File: src/rtl/divisor_secuencial.sv
// Sequential restoring divider: one quotient bit per cycle over N cycles, plus one DONE cycle.
// Optional macro DIVISOR_CON_SIGNO_EN selects two's-complement operands (magnitude divide + sign fix).
module divisor_secuencial #(
    parameter int N = 32
) (
    input  logic         clk,
    input  logic         rst,
    input  logic         inicio,
    input  logic [N-1:0] dividendo,
    input  logic [N-1:0] divisor,
    output logic [N-1:0] cociente,
    output logic [N-1:0] residuo,
    output logic         ocupado,
    output logic         listo,
    output logic         div_cero
);

    localparam int CW = $clog2(N);
    localparam logic [CW-1:0] CNT_INI = CW'(N - 1);

    typedef enum logic [1:0] {
        IDLE = 2'd0,
        CALC = 2'd1,
        DONE = 2'd2
    } estado_t;

    estado_t       estado_q;
    logic [N-1:0]  rem_q;
    logic [N-1:0]  dvd_q;
    logic [N-1:0]  dvs_q;
    logic [CW-1:0] cnt_q;

    logic [N:0]    parcial;
    logic [N-1:0]  resta;
    logic          prestamo;
    logic          qbit;
    logic [N-1:0]  rem_d;
    logic [N-1:0]  dvd_d;
    logic [N-1:0]  carga_dvd;
    logic [N-1:0]  carga_dvs;
    logic [N-1:0]  fin_coc;
    logic [N-1:0]  fin_res;

    // Shared N+1-bit ripple-borrow subtractor: {rem, next dividend bit} - {0, divisor}.
    always_comb begin
        parcial  = {rem_q, dvd_q[N-1]};
        resta    = '0;
        prestamo = 1'b0;
        for (int i = 0; i < N; i++) begin
            resta[i] = parcial[i] ^ dvs_q[i] ^ prestamo;
            prestamo = (~parcial[i] & dvs_q[i]) | (~(parcial[i] ^ dvs_q[i]) & prestamo);
        end
        prestamo = ~parcial[N] & prestamo;
        if (!prestamo) begin
            rem_d = resta;
            qbit  = 1'b1;
        end else begin
            rem_d = parcial[N-1:0];
            qbit  = 1'b0;
        end
        dvd_d = {dvd_q[N-2:0], qbit};
    end

`ifdef DIVISOR_CON_SIGNO_EN
    logic neg_coc_q;
    logic neg_res_q;

    always_comb begin
        carga_dvd = dividendo[N-1] ? (~dividendo + 1'b1) : dividendo;
        carga_dvs = divisor[N-1]   ? (~divisor + 1'b1)   : divisor;
        fin_coc   = neg_coc_q ? (~dvd_d + 1'b1) : dvd_d;
        fin_res   = neg_res_q ? (~rem_d + 1'b1) : rem_d;
    end

    always_ff @(posedge clk) begin
        if (rst) begin
            neg_coc_q <= 1'b0;
            neg_res_q <= 1'b0;
        end else if (estado_q == IDLE && inicio) begin
            neg_coc_q <= dividendo[N-1] ^ divisor[N-1];
            neg_res_q <= dividendo[N-1];
        end
    end
`else
    always_comb begin
        carga_dvd = dividendo;
        carga_dvs = divisor;
        fin_coc   = dvd_d;
        fin_res   = rem_d;
    end
`endif

    always_ff @(posedge clk) begin
        if (rst) begin
            estado_q <= IDLE;
            rem_q    <= '0;
            dvd_q    <= '0;
            dvs_q    <= '0;
            cnt_q    <= '0;
            cociente <= '0;
            residuo  <= '0;
            ocupado  <= 1'b0;
            listo    <= 1'b0;
            div_cero <= 1'b0;
        end else begin
            listo <= 1'b0;
            case (estado_q)
                IDLE: begin
                    if (inicio) begin
                        ocupado <= 1'b1;
                        if (divisor == '0) begin
                            estado_q <= DONE;
                            cociente <= '1;
                            residuo  <= dividendo;
                            div_cero <= 1'b1;
                        end else begin
                            estado_q <= CALC;
                            dvd_q    <= carga_dvd;
                            dvs_q    <= carga_dvs;
                            rem_q    <= '0;
                            cnt_q    <= CNT_INI;
                        end
                    end
                end
                CALC: begin
                    rem_q <= rem_d;
                    dvd_q <= dvd_d;
                    // Counter parks at zero on the last iteration rather than wrapping.
                    if (cnt_q == '0) begin
                        estado_q <= DONE;
                        cociente <= fin_coc;
                        residuo  <= fin_res;
                        div_cero <= 1'b0;
                    end else begin
                        cnt_q <= cnt_q - CW'(1);
                    end
                end
                DONE: begin
                    estado_q <= IDLE;
                    ocupado  <= 1'b0;
                    listo    <= 1'b1;
                end
                default: begin
                    estado_q <= IDLE;
                    ocupado  <= 1'b0;
                end
            endcase
        end
    end

endmodule

File: config.mk
export PLATFORM = sky130hd
export DESIGN_NAME = divisor_secuencial
export DESIGN_NICKNAME = d
export VERILOG_FILES = /design/src/rtl/divisor_secuencial.sv
export SDC_FILE = /design/constraint.sdc
export NUM_CORES = 1
export LEC_CHECK = 0
export CAP_MARGIN = 5
export CORE_MARGIN = 10
export CORE_UTILIZATION = 34
export DETAILED_ROUTE_END_ITERATION = 10
export GPL_ROUTABILITY_DRIVEN = 0
export HOLD_SLACK_MARGIN = 0.1
export PLACE_DENSITY = 0.62
export SYNTH_ARGS = -nofsm -noshare
export SYNTH_HDL_FRONTEND = slang
export SYNTH_SLANG_ARGS = --single-unit
File: constraint.sdc
create_clock -name clk -period 15.9 [get_ports clk]
set_input_delay 2.385 -clock clk [delete_from_list [all_inputs] [get_ports clk]]
set_output_delay 2.385 -clock clk [all_outputs]
set_load 0.01 [all_outputs]
==> results of run 1 <==
## per-stage QoR
step | util | instance area, sq um | setup slack, ns | total power [mW] | instances
2_1_floorplan | - | 8020 | 2.39 | 0.956 | 914
3_3_place_gp | 0.404 | 9420 | 1.86 | 1.12 | 1292
3_5_place_dp | 0.404 | 9420 | 1.69 | 1.12 | 1292
4_1_cts | 0.429 | 10000 | 1.59 | 1.55 | 1324
5_1_grt | 0.429 | 10000 | 1.03 | 1.66 | 1324
6_report | 0.429 | 10000 | 1.60 | 1.54 | 1324
## registers in the layout, indices dropped and copies added, names as in the netlist
signal	flops
cociente	32
dvd_q	32
dvs_q	32
rem_q	32
residuo	32
cnt_q	5
estado_q	2
div_cero	1
listo	1
ocupado	1
## worst max-delay path: cells and delay by family (launching register included)
family | cells | cell delay [ns]
and+or+nand+nor | 2 | 0.36
adders and majority gates | 32 | 12.44
AOI/OAI and AO/OA | 3 | 0.64
DFF | 1 | 0.36
buffers and inverters | 2 | 0.42
## area by class of cell
cell class,instances,area [sq um],share of cell area
Timing Repair Buffer,145,1420,0.142
Inverter,35,131,0.0131
Tap cell,319,399,0.0398
Sequential cell,170,3400,0.340
Multi-Input combinational cell,623,4060,0.406
Clock buffer,22,484,0.0483
Clock inverter,10,116,0.0116
## routing by layer
layer / up-vias / global-route usage / wire length (um)
met2: 167 / 0.224 / 10100
met5: - / 0 / 0
met3: 17 / 0.0399 / 1250
li1: 3355 / - / -
met1: 3181 / 0.223 / 12000
met4: 0 / 0.0395 / 248
## Yosys cell counts, drive strengths merged, types with 2 or more instances
| library cell | n |
|---|---|
| dfxtp | 170 |
| fa | 31 |
| o21ai | 2 |
| a32oi | 21 |
| mux2i | 11 |
| o211ai | 42 |
| buf | 38 |
| and4 | 3 |
| a21oi | 36 |
| ha | 3 |
| a211oi | 47 |
| nand2 | 184 |
| inv | 35 |
| nand2b | 3 |
| nand3 | 2 |
| clkbuf | 48 |
| nor4 | 8 |
| nor3 | 112 |
| o2bb2ai | 11 |
| nor2 | 51 |
| nor4b | 2 |
| o22ai | 21 |
| nor2b | 2 |
| nor3b | 22 |
## path summary, 6_finish.rpt
| check | end | slack (ns) | depth (start not counted) |
|---|---|---|---|
| max reg2reg | residuo[23] | 1.60 | 39 |
| min reg2reg | dvd_q[2] | 0.46 | 2 |
| min | dvd_q[2] | 0.46 | 2 |
| max | residuo[23] | 1.60 | 39 |
## cells by family after synthesis
family,synth area share
AOI/OAI and AO/OA,0.168
and+or+nand+nor,0.241
buffers and inverters,0.0701
muxes,0.0137
DFF,0.424
adders and majority gates,0.0821
## power by group through the flow
stage	Sequential [mW]	Clock (mW)	Combinational, mW
2_1_floorplan	0.537	0	0.419
3_3_place_gp	0.547	0	0.571
3_5_place_dp	0.546	0	0.578
4_1_cts	0.538	0.431	0.584
5_1_grt	0.547	0.448	0.667
6_report	0.539	0.422	0.582
==> impl_metrics.csv, run 1 <==
group,metric,value,unit
sta,worst-slew-pin-transition,1.16,ns
pwr,power_per_cell_area,154,mW/mm^2
pwr,p_int,0.978,mW
sta,max_freq,69.9,MHz
global_route,first_global_vias,6528,
pwr,vdd.ir_drop.worst,0.000104,V
pwr,sw_frac_of_total,0.367,
sta,maxSlewHeadroom,0.225,
setup_path,critPathMaxStageDelay,0.42,ns
setup_path,required,16.24,ns
place,dp.final_hpwl,16.6,mm
hold_path,min_from,"dvd_q[2]",
clocking,tritoncts,"yes",
sta,holdWs,0.465,ns
hold_path,holdCritPathClass,"register to register",
setup_path,critical_path.endpoint_type,"register",
clocking,h-tree-depth,4,
clocking,numCtsBuffers,17,
detailed_routing,detail_route.first_pass.iterations,5,
floorplanning,die_area,0.0301,sq mm
detailed_routing,drtAntennaViolNets,0,
setup_path,critical-path-slowest-cell,"fa_1",
global_route,globalRoute.totalOverflow,0,
detailed_routing,dr_total_vias,6720,
setup_path,critical_path.startpoint,"dvd_q[31]",
sta,finalHoldViolations,0,
sta,fin_skew,0.00609,ns
clocking,insertion_delay,0.42,ns
global_route,global_route.usage.total,0.155,
clocking,clock_slew_at_the_register_clock_pins_of_the_worst_setup_and_hold_paths,0.06,ns
global_route,largest_net_degree_at_the_start_of_global_routing,89,
detailed_routing,via_per_inst,5.08,
clocking,tritoncts_num_sinks,170,
synth,ys_warn_count,0,
floorplanning,fp.dieH,174,um
layout,area.growth.synth_to_final,24.9,%
layout,antennaDiodeCount,0,
setup_path,cp_data_arrival_time,14.64,ns
clocking,post-cts-setup-buffers,0,
synth,postSynthCellCount,914,
sta,timing.setup.tns,0,ns
synth,postSynth.asyncResetShare,0,
detailed_routing,drt-total-wl,23.6,mm
floorplanning,standard_cell_row_count,56,
setup_path,timing.critical_path.from_type,"register",
setup_path,cell_seen_most_often_among_critical_path_stages,"fa_1",
pwr,seqPwrFrac,0.349,
pwr,leakagePower,3.37,nW
clocking,postCtsResizedCells,0,
layout,nets_finish,1093,
sta,grt_setup_unrepaired,"no",
clocking,cts-root-buf,"clkbuf_16",
floorplanning,die_w,174,um
clocking,cts_buffer_depth,2,
setup_path,critical_path_class,"register to register",
layout,layout-drive-gt1-share,0.0905,
clocking,cts_hold_buf,0,
detailed_routing,route.detailed.wl_per_inst,17.8,um
detailed_routing,post-route-drc-count,0,
layout,fillerInstances,2281,
synth,synth_sequential_area_ratio,0.424,
synth,synth_edf_count,0,
synth,avgSynthCellArea,8.77,sq um
floorplanning,initial_core_utilization,0.344,
pwr,comb_power_share,0.377,
global_route,antenna_found_initial,0,
sta,setup_viol_count_final,0,
flow_run,timing.max_cap.violations,0,
sta,period_needed,14.30,ns
place,portBuffers,133,
sta,timing.final.crit_share,0.900,
synth,syn-cell-area,0.00802,sq mm
pwr,pwr-share-clk,0.274,
synth,netlist_top_cells_area,"dfxtp_1, nand2_1, fa_1, nor3_1, o211ai_1",
layout,mostFrequentLayoutCell,"nand2_1",
synth,yosys_register_bits,170,
synth,postSynth.topFlopCell,"dfxtp_1",
synth,count_of_cell_types_in_the_netlist,42,
floorplanning,boundaryPins,134,
sta,final-max-slew-violation-count,0,
layout,top_library_cells_by_usage_in_the_layout_fill_and_taps_aside,"nand2_1, dfxtp_1, clkdlybuf4s50_1, nor3_1, nor2_1",
synth,synth_top_cell_area_share,0.424,
detailed_routing,drt_iter0_markers,469,
setup_path,max_fanout_on_critical_path,27,
floorplanning,coreArea,0.0233,sq mm
global_route,wire_length_of_the_first_global_routing_pass,37.8,mm
synth,yosysTopAreaCell,"dfxtp_1",
outcome,run_status,"complete, no violations",
synth,syn_nets,1015,
pwr,net-switching-power,0.566,mW
setup_path,rr_startpoint,"dvd_q[31]",
Power figures use the tool's default switching activity.
==> inputs of run 2 (changes only) <==
--- a/config.mk
+++ b/config.mk
@@ -12,6 +12,7 @@
 export GPL_ROUTABILITY_DRIVEN = 0
 export HOLD_SLACK_MARGIN = 0.1
 export PLACE_DENSITY = 0.62
+export SLEW_MARGIN = 20
 export SYNTH_ARGS = -nofsm -noshare
 export SYNTH_HDL_FRONTEND = slang
 export SYNTH_SLANG_ARGS = --single-unit
==> impl_metrics.csv, run 2 (synthesis results as in run 1) <==
group,metric,value,unit
outcome,run_status,"complete, no violations",
detailed_routing,route.detailed.wl_per_inst,17.9,um
detailed_routing,drt_iter0_markers,479,
setup_path,critPathMaxStageDelay,0.42,ns
sta,timing.final.crit_share,0.901,
layout,top_library_cells_by_usage_in_the_layout_fill_and_taps_aside,"nand2_1, dfxtp_1, clkdlybuf4s50_1, nor3_1, nor2_1",
clocking,post-cts-setup-buffers,0,
clocking,tritoncts_num_sinks,170,
sta,final-max-slew-violation-count,0,
clocking,cts_buffer_depth,2,
layout,nets_finish,1093,
layout,mostFrequentLayoutCell,"nand2_1",
hold_path,min_from,"dvd_q[5]",
sta,maxSlewHeadroom,0.303,
flow_run,timing.max_cap.violations,0,
sta,max_freq,69.8,MHz
setup_path,max_fanout_on_critical_path,27,
clocking,insertion_delay,0.42,ns
sta,period_needed,14.32,ns
detailed_routing,drtAntennaViolNets,0,
layout,antennaDiodeCount,0,
floorplanning,coreArea,0.0233,sq mm
clocking,postCtsResizedCells,0,
pwr,leakagePower,3.37,nW
setup_path,required,16.24,ns
global_route,global_route.usage.total,0.155,
global_route,wire_length_of_the_first_global_routing_pass,37.8,mm
setup_path,critical-path-slowest-cell,"fa_1",
sta,grt_setup_unrepaired,"no",
setup_path,cell_seen_most_often_among_critical_path_stages,"fa_1",
floorplanning,initial_core_utilization,0.344,
detailed_routing,drt-total-wl,23.6,mm
floorplanning,standard_cell_row_count,56,
layout,fillerInstances,2282,
pwr,power_per_cell_area,154,mW/mm^2
setup_path,rr_startpoint,"dvd_q[31]",
sta,worst-slew-pin-transition,1.04,ns
sta,fin_skew,0.00656,ns
clocking,clock_slew_at_the_register_clock_pins_of_the_worst_setup_and_hold_paths,0.06,ns
detailed_routing,via_per_inst,5.10,
detailed_routing,detail_route.first_pass.iterations,4,
floorplanning,die_area,0.0301,sq mm
clocking,numCtsBuffers,17,
layout,regArea,0.00340,sq mm
clocking,h-tree-depth,4,
layout,area.growth.synth_to_final,24.9,%
clocking,cts_hold_buf,0,
pwr,vdd.ir_drop.worst,0.000104,V
hold_path,holdCritPathClass,"register to register",
global_route,first_global_vias,6528,
detailed_routing,dr_total_vias,6754,
sta,timing.setup.tns,0,ns
floorplanning,boundaryPins,134,
place,portBuffers,133,
clocking,cts-root-buf,"clkbuf_16",
global_route,largest_net_degree_at_the_start_of_global_routing,89,
global_route,globalRoute.totalOverflow,0,
setup_path,critical_path.endpoint_type,"register",
setup_path,timing.critical_path.from_type,"register",
layout,layout-drive-gt1-share,0.0905,
sta,setup_viol_count_final,0,
setup_path,critical_path.startpoint,"dvd_q[31]",
setup_path,cp_data_arrival_time,14.66,ns
floorplanning,die_w,174,um
global_route,antenna_found_initial,0,
layout,layout.core_utilization,0.429,
setup_path,critical_path_class,"register to register",
layout,multi_input_comb_area,0.00406,sq mm
floorplanning,fp.dieH,174,um
sta,finalHoldViolations,0,
place,dp.final_hpwl,16.6,mm
clocking,tritoncts,"yes",
detailed_routing,post-route-drc-count,0,
## run 2: cell count changes in the layout (fill, tap and decap cells not counted)
cell	change
inv_2	-1
clkinv_2	+1
## run 2: final timing paths
| path | cells after the start | slack (ns) | end |
|---|---|---|---|
| max | 39 | 1.58 | residuo[23] |
| max reg2reg | 39 | 1.58 | residuo[23] |
| min reg2reg | 2 | 0.47 | dvd_q[5] |
| min | 2 | 0.47 | dvd_q[5] |
## run 2: stage by stage
step	cell area (sq um)	hold WS (ns)	worst slack [ns]	instances	total power, mW
final	10000	0.467	1.58	1324	1.54
after global routing	10000	0.489	1.03	1324	1.66
after CTS	10000	0.465	1.59	1324	1.55
after detailed placement	9420	0.454	1.69	1292	1.12
after global placement	9420	0.450	1.86	1292	1.12
after floorplan	8020	0.437	2.39	914	0.956
## run 2: final cells by class
class,count,share of cell area
tap,319,0.0398
sequential,170,0.340
multi-input combinational,623,0.406
clock inverter,10,0.0116
clock buffer,22,0.0483
inverter,35,0.0132
timing repair buffer,145,0.142
## run 2: routing by layer
metal,vias up,global-route usage,share of wire
li1,3355,-,-
met1,3219,0.223,0.50
met2,163,0.224,0.43
met3,17,0.0399,0.052
met4,0,0.0395,0.010
met5,-,0,0
## run 2: worst max-delay path: cells and delay by family, from the launching register on
family / cells / cell delay, ns
AOI/OAI and AO/OA: 3 / 0.64
and+or+nand+nor: 2 / 0.37
buffers and inverters: 2 / 0.42
adders and majority gates: 32 / 12.45
DFF: 1 / 0.36
## run 2: where the power goes
| group | total [mW] | internal [mW] | switching [mW] | leakage [nW] |
|---|---|---|---|---|
| clock network | 0.423 | 0.248 | 0.174 | 0.292 |
| logic | 0.583 | 0.241 | 0.342 | 1.69 |
| registers | 0.539 | 0.488 | 0.0510 | 1.39 |
| total | 1.54 | 0.978 | 0.567 | 3.37 |
